## src/rtl/apb2wb_pkg.sv

```systemverilog
// ============================================================================
//  Module      : apb2wb_pkg
//  Description : Shared types and constants for the APB4-to-Wishbone bridge.
//                Holds the bridge FSM state enum, the width of the optional
//                timeout counter and a small helper for the byte-select
//                policy (writes honour PSTRB, reads select all four lanes).
//  Revision    : 1.0 - initial release
// ============================================================================
`default_nettype none

package apb2wb_pkg;

    // Width of the response timeout counter (TIMEOUT parameter range 1..65535)
    localparam int TIMEOUT_W = 16;

    // Bridge sequencing states
    typedef enum logic [1:0] {
        IDLE = 2'd0,   // waiting for an APB access phase
        REQ  = 2'd1,   // strobe presented, waiting for the slave to accept it
        WAIT = 2'd2,   // request accepted, waiting for ack/err/rty
        DONE = 2'd3    // one-cycle PREADY pulse back to the APB master
    } state_t;

    // Byte lanes driven on the Wishbone side for a given APB access
    function automatic logic [3:0] wb_sel_for(input logic is_write,
                                              input logic [3:0] strb);
        return is_write ? strb : 4'hF;
    endfunction

endpackage : apb2wb_pkg

`default_nettype wire

```

## src/rtl/apb2wb_timer.sv

```systemverilog
// ============================================================================
//  Module      : apb2wb_timer
//  Description : Response watchdog for the APB-to-Wishbone bridge. A
//                saturating counter is held at zero while i_clear is high
//                and advances once per cycle while i_enable is high.
//                o_expired is raised during the TIMEOUT-th enabled cycle so
//                the bridge can leave on the very edge that ends it; the
//                Wishbone cycle therefore lasts exactly TIMEOUT clocks.
//  Ports       : clk_i    - clock, rising edge
//                rst_n_i  - asynchronous active-low reset
//                i_clear  - hold the count at zero
//                i_enable - count this cycle
//                o_expired- TIMEOUT enabled cycles have elapsed (incl. this)
//  Revision    : 1.0 - initial release
// ============================================================================
`default_nettype none

module apb2wb_timer
    import apb2wb_pkg::*;
#(
    parameter int TIMEOUT = 255
) (
    input  logic clk_i,
    input  logic rst_n_i,
    input  logic i_clear,
    input  logic i_enable,
    output logic o_expired
);

    // Count value seen during the last permitted cycle
    localparam logic [TIMEOUT_W-1:0] c_LIMIT = TIMEOUT_W'(TIMEOUT - 1);

    logic [TIMEOUT_W-1:0] r_count;

    always_ff @(posedge clk_i or negedge rst_n_i) begin
        if (!rst_n_i) begin
            r_count <= '0;
        end else if (i_clear) begin
            r_count <= '0;
        end else if (i_enable && (r_count != c_LIMIT)) begin
            // Saturate at the limit so a late response cannot wrap it
            r_count <= r_count + 1'b1;
        end
    end

    assign o_expired = i_enable & (r_count == c_LIMIT);

endmodule : apb2wb_timer

`default_nettype wire

```

## src/rtl/apb2wb_bridge.sv

```systemverilog
// ============================================================================
//  Module      : apb2wb_bridge
//  Description : APB4 slave to pipelined Wishbone master bridge. One APB
//                access launches exactly one single-beat Wishbone cycle;
//                the response (ack / err / rty) is returned as a one-cycle
//                PREADY pulse with PRDATA/PSLVERR.
//                Minimum latency: PENABLE seen at edge N, STB at N+1, ACK at
//                N+2, PREADY at N+3 (N+2 when the slave acks in the same
//                cycle it accepts the strobe).
//  Options     : APB2WB_TIMEOUT_EN - when defined, a watchdog aborts a
//                Wishbone cycle that gets no response within TIMEOUT clocks
//                and reports PSLVERR=1, PRDATA=0. When undefined the bridge
//                waits indefinitely.
//  Ports       : clk_i, rst_n_i        - clock / async active-low reset
//                psel_i, penable_i, pwrite_i, paddr_i, pwdata_i, pstrb_i
//                                      - APB4 request
//                prdata_o, pready_o, pslverr_o - APB4 completion
//                wb_cyc_o, wb_stb_o, wb_we_o, wb_adr_o, wb_sel_o, wb_dat_o
//                                      - Wishbone master request
//                wb_ack_i, wb_err_i, wb_rty_i, wb_stall_i, wb_dat_i
//                                      - Wishbone slave response
//  Revision    : 1.0 - initial release
// ============================================================================
`default_nettype none

module apb2wb_bridge
    import apb2wb_pkg::*;
#(
    parameter int ADDR_WIDTH = 6,
    parameter int TIMEOUT    = 255
) (
    input  logic                  clk_i,
    input  logic                  rst_n_i,
    // APB4 slave side
    input  logic                  psel_i,
    input  logic                  penable_i,
    input  logic                  pwrite_i,
    input  logic [ADDR_WIDTH-1:0] paddr_i,
    input  logic [31:0]           pwdata_i,
    input  logic [3:0]            pstrb_i,
    output logic [31:0]           prdata_o,
    output logic                  pready_o,
    output logic                  pslverr_o,
    // Wishbone pipelined master side
    output logic                  wb_cyc_o,
    output logic                  wb_stb_o,
    output logic                  wb_we_o,
    output logic [ADDR_WIDTH-3:0] wb_adr_o,
    output logic [3:0]            wb_sel_o,
    output logic [31:0]           wb_dat_o,
    input  logic                  wb_ack_i,
    input  logic                  wb_err_i,
    input  logic                  wb_rty_i,
    input  logic                  wb_stall_i,
    input  logic [31:0]           wb_dat_i
);

    // ------------------------------------------------------------------
    // Declarations
    // ------------------------------------------------------------------
    state_t                r_state;
    state_t                w_next;

    logic                  w_start;     // APB access phase in IDLE
    logic                  w_resp;      // any slave termination this cycle
    logic                  w_capture;   // termination accepted this cycle
    logic                  w_timeout;   // watchdog abort this cycle
    logic                  w_expired;   // watchdog limit reached
    logic                  w_busy;      // Wishbone cycle in progress

    logic                  r_we;
    logic [ADDR_WIDTH-3:0] r_adr;
    logic [3:0]            r_sel;
    logic [31:0]           r_dat;
    logic [31:0]           r_prdata;
    logic                  r_pslverr;

    // Byte offset bits never reach Wishbone (word-addressed bus)
    logic                  w_unused;
    assign w_unused = ^paddr_i[1:0];

    assign w_start = psel_i & penable_i;
    assign w_resp  = wb_ack_i | wb_err_i | wb_rty_i;
    assign w_busy  = (r_state == REQ) || (r_state == WAIT);

    // ------------------------------------------------------------------
    // Optional response watchdog
    // ------------------------------------------------------------------
`ifdef APB2WB_TIMEOUT_EN
    apb2wb_timer #(
        .TIMEOUT   (TIMEOUT)
    ) u_timer (
        .clk_i     (clk_i),
        .rst_n_i   (rst_n_i),
        .i_clear   (r_state == IDLE),
        .i_enable  (w_busy),
        .o_expired (w_expired)
    );
`else
    assign w_expired = 1'b0;
`endif

    // ------------------------------------------------------------------
    // FSM state register
    // ------------------------------------------------------------------
    always_ff @(posedge clk_i or negedge rst_n_i) begin
        if (!rst_n_i) begin
            r_state <= IDLE;
        end else begin
            r_state <= w_next;
        end
    end

    // ------------------------------------------------------------------
    // FSM next state. A response seen while the strobe is still stalled
    // cannot belong to this request, so REQ only honours it together with
    // acceptance. A real response always wins over a simultaneous timeout.
    // ------------------------------------------------------------------
    always_comb begin
        w_next    = r_state;
        w_capture = 1'b0;
        w_timeout = 1'b0;
        case (r_state)
            IDLE: begin
                if (w_start) begin
                    w_next = REQ;
                end
            end
            REQ: begin
                if (!wb_stall_i && w_resp) begin
                    w_next    = DONE;
                    w_capture = 1'b1;
                end else if (w_expired) begin
                    w_next    = DONE;
                    w_timeout = 1'b1;
                end else if (!wb_stall_i) begin
                    w_next = WAIT;
                end
            end
            WAIT: begin
                if (w_resp) begin
                    w_next    = DONE;
                    w_capture = 1'b1;
                end else if (w_expired) begin
                    w_next    = DONE;
                    w_timeout = 1'b1;
                end
            end
            DONE: begin
                w_next = IDLE;
            end
            default: begin
                w_next = IDLE;
            end
        endcase
    end

    // ------------------------------------------------------------------
    // Request latch: captured once per transfer on the IDLE->REQ edge and
    // held stable for the whole Wishbone cycle.
    // ------------------------------------------------------------------
    always_ff @(posedge clk_i or negedge rst_n_i) begin
        if (!rst_n_i) begin
            r_we  <= 1'b0;
            r_adr <= '0;
            r_sel <= 4'h0;
            r_dat <= 32'h0;
        end else if ((r_state == IDLE) && w_start) begin
            r_we  <= pwrite_i;
            r_adr <= paddr_i[ADDR_WIDTH-1:2];
            r_sel <= wb_sel_for(pwrite_i, pstrb_i);
            r_dat <= pwdata_i;
        end
    end

    // ------------------------------------------------------------------
    // Response capture. Data is only forwarded for an acked read; writes,
    // errors, retries and timeouts all return zero.
    // ------------------------------------------------------------------
    always_ff @(posedge clk_i or negedge rst_n_i) begin
        if (!rst_n_i) begin
            r_prdata  <= 32'h0;
            r_pslverr <= 1'b0;
        end else if (w_capture) begin
            r_prdata  <= (wb_ack_i && !r_we) ? wb_dat_i : 32'h0;
            r_pslverr <= wb_err_i | wb_rty_i;
        end else if (w_timeout) begin
            r_prdata  <= 32'h0;
            r_pslverr <= 1'b1;
        end
    end

    // ------------------------------------------------------------------
    // Outputs. Bus controls decode straight from the state so that the
    // asynchronous reset drops CYC/STB without waiting for a clock edge.
    // ------------------------------------------------------------------
    assign wb_cyc_o  = w_busy;
    assign wb_stb_o  = (r_state == REQ);
    assign wb_we_o   = r_we;
    assign wb_adr_o  = r_adr;
    assign wb_sel_o  = r_sel;
    assign wb_dat_o  = r_dat;

    assign pready_o  = (r_state == DONE);
    assign prdata_o  = r_prdata;
    assign pslverr_o = r_pslverr;

endmodule : apb2wb_bridge

`default_nettype wire

```

## config.mk

```make
export PLATFORM = sky130hd
export DESIGN_NAME = apb2wb_bridge
export DESIGN_NICKNAME = d
export VERILOG_FILES = /design/src/rtl/apb2wb_pkg.sv /design/src/rtl/apb2wb_timer.sv /design/src/rtl/apb2wb_bridge.sv
export SDC_FILE = /design/constraint.sdc
export NUM_CORES = 1
export LEC_CHECK = 0
export CORE_ASPECT_RATIO = 0.6
export CORE_MARGIN = 1.5
export CORE_UTILIZATION = 37
export CTS_BUF_LIST = sky130_fd_sc_hd__clkbuf_2 sky130_fd_sc_hd__clkbuf_4 sky130_fd_sc_hd__clkbuf_8
export DETAILED_ROUTE_END_ITERATION = 12
export HOLD_SLACK_MARGIN = 0.1
export PLACE_DENSITY = 0.8
export SLEW_MARGIN = 30
export SYNTH_ARGS = -nofsm -noshare
export SYNTH_HDL_FRONTEND = slang
export SYNTH_HIERARCHICAL = 1
export SYNTH_SLANG_ARGS = --single-unit
export TNS_END_PERCENT = 1
```

## constraint.sdc

```tcl
create_clock -name clk_i -period 1.7 [get_ports clk_i]
set_input_delay 0.17 -clock clk_i [delete_from_list [all_inputs] [get_ports clk_i]]
set_output_delay 0.17 -clock clk_i [all_outputs]
set_load 0.02 [all_outputs]
```

==> flow_summary.ini <==
[layout]
area_delta_synth_final_pct = 65.3
postLayoutCellArea_mm2 = 0.00531
antenna_cells = 0
layout-drive-gt1-share_pct = 17.6
nNetsFinal = 515

[min_path]
min_path_type = in2async

[timing]
relSlewSlack_pct = 61.2
finalSetupViolations = 0
whs_ns = 0.322
grt_setup_unrepaired = yes
finalHoldViolCount = 0
worst_pin_slew_ns = 0.578
min_period_ns = 1.68
skew_ns = 0.00404
max_freq_ghz = 0.597
drv_slew = 0
fin_ws_ns = 0.0236
period_share_pct = 98.6

[synth]
ys_ff_latch = 76
synth_largest_area_cell = dfrtp_1
seq_area_frac_synth_pct = 59.1
yosys_warnings = 6
syn_avg_cell_area_um2 = 12.5
netlist_instances = 257
syn_nets = 345
ys.flop_type = dfrtp_1
synthTopCellsByCount = dfrtp_1, inv_1, mux2_2, nand2_1, mux2i_1
yosysMostFrequentCell = dfrtp_1
synth_top_area_share_pct = 59.1
async_reset_ff_share_pct = 100
synth_area_mm2 = 0.00322
synth_edf_count = 0
synth_area_leaders = dfrtp_1, mux2_2, mux2i_1
ys_types = 22

[floorplan]
die_x_um = 123
initial_core_util_pct = 38.0
fp.dieH_um = 75.2
io_pins = 160
dieArea_mm2 = 0.00928
rows = 26
core_region_area_mm2 = 0.00846

[setup_path]
endpoint_kind = flip-flop
rr_worst_depth = 7
cp_top_family = buffers and inverters
path_class = reg2reg
reg2reg_to = prdata_o[26]
r2r_start = r_state[1]
cp.depth = 7
critPathBufInv = 3
crit_arrival_ns = 1.95
cp.required_ns = 1.97
cp-start-kind = flip-flop
cp_slowest_cell = dfrtp_1
path_max_fanout = 8
reg2reg_slack_ns = 0.02
slowest_delay_ns = 0.43
worstPathCellList = inv_2 > ha_4 > nand2b_4 > a211oi_4 > buf_4 > clkbuf_16 > mux2i_1

[detailed_routing]
drtIter0Drc = 59
ant_nets = 0
wl_um = 8100
vias_per_cell = 4.50
wl_per_cell_um = 14.9
firstDrtPassIters = 4
routed-via-count = 2448
drc = 0

[clocking]
cts_tree = built
cts_buffers = 9
clockBufferDepth = 2
clk_pin_slew_ns = 0.08
root_buffer = clkbuf_8
clock_latency_ns = 0.35
cts.sinks = 76
h-tree-depth = 3

[outcome]
status = complete, no violations

[grt]
grt_start_max_net_pins = 46
antenna_found_initial = 0
grtUsageTotal_pct = 16.4
grt_first_pass_wirelength_um = 11400
globalRouteOverflowTotal = 0
grt_pass1_vias = 2380

[placed_design]
dpl-instance-area_mm2 = 0.00498
place_ws_ns = 0.0199
gp_routability_congestion = 0.724
dp_hpwl_um = 5480
port_buffers = 157

[power]
p_per_area_mw_per_mm2 = 1920
p_leak_nw = 2.27
vdd_drop_max_v = 0.00111

[job]
drv_cap = 0
through the flow:
step / power [mW] / setup TNS (ns) / util, % / instances
after floorplan: 5.97 / 0 / - / 257
after CTS: 9.96 / 0 / 61.6 / 537
final: 10.2 / 0 / 62.8 / 544
after global routing: 10.8 / -0.289 / 62.8 / 544
after global placement: 8.22 / 0 / 58.8 / 520
after detailed placement: 8.36 / 0 / 58.8 / 520
worst max-delay path by stage:
stage	slack [ns]	start	endpoint
3_3_place_gp	0.08	r_state[1]	prdata_o[4]
3_5_place_dp	0.02	wb_err_i	prdata_o[30]
2_1_floorplan	0.008	r_state[0]	prdata_o[10]
4_1_cts	0.005	r_state[1]	prdata_o[5]
6_report	0.02	r_state[1]	prdata_o[26]
5_1_grt	-0.03	r_state[0]	prdata_o[26]
cells by family (layout without fill, tap and decap cells):
group	count (synthesis)	after routing	synth area share [%]
fa+ha+maj	5	5	1.95
buf+inv	48	223	6.46
flops	76	76	59.1
simple gates	47	47	6.38
compound gates	11	11	2.84
mux	70	70	23.2
repair_timing:
item	CTS	global route
endpoints found under the setup margin	3	33
hold endpoints to repair	34	0
setup buffers	0	4
hold buffers	1	0
gates resized for setup	3	4
gates cloned	0	3
pin swaps	0	1
flip-flops by register name, summed over array words and instances (netlist names):
signal / cells
wb_adr_o: 4
wb_sel_o: 4
wb_dat_o: 32
wb_we_o: 1
r_state: 2
pslverr_o: 1
prdata_o: 32
worst register-to-register path, stage by stage, from the launching register on:
cell and delay, ns:
dfrtp_1 0.43, inv_2 0.14, ha_4 0.18, nand2b_4 0.07
a211oi_4 0.25, buf_4 0.18, clkbuf_16 0.17, mux2i_1 0.19
where the power goes:
group,internal [mW],switching (mW)
Clock,0.888,0.687
Combinational,2.87,2.62
Sequential,2.67,0.461
Total,6.43,3.77
placed cells by master (no fill, tap or decap), drive strengths merged:
cell type	count
bufinv	2
or4	1
mux2i	33
nand2	37
nor3	1
inv	38
mux2	37
nor2	1
clkdlybuf4s50	153
dfrtp	76
clkinvlp	2
ha	5
a211oi	2
a222oi	2
clkbuf	13
o2bb2ai	1
a21o	1
nand2b	1
nor2b	5
o21bai	1
nand3	1
dlygate4sd2	2
buf	11
clkdlybuf4s15	1
o21ai	4
dlygate4sd3	1
cell type report:
class / instances / area, um^2
clock buffer: 11 / 145
sequential: 76 / 1900
clock inverter: 5 / 83.8
tap: 112 / 140
timing repair buffer: 170 / 1760
multi-input combinational: 133 / 1140
inverter: 37 / 139
fill: 652 / 3140
routing by layer:
layer  vias up  global-route usage (%)  part of all wire, %
met4         0                    6.13                 0.91
met1      1172                    20.4                   46
li1       1176                       -                    -
met2        93                    25.9                   45
met3         7                    6.82                  8.1
met5         -                       0                    0
(Power assumes the default switching activity.)
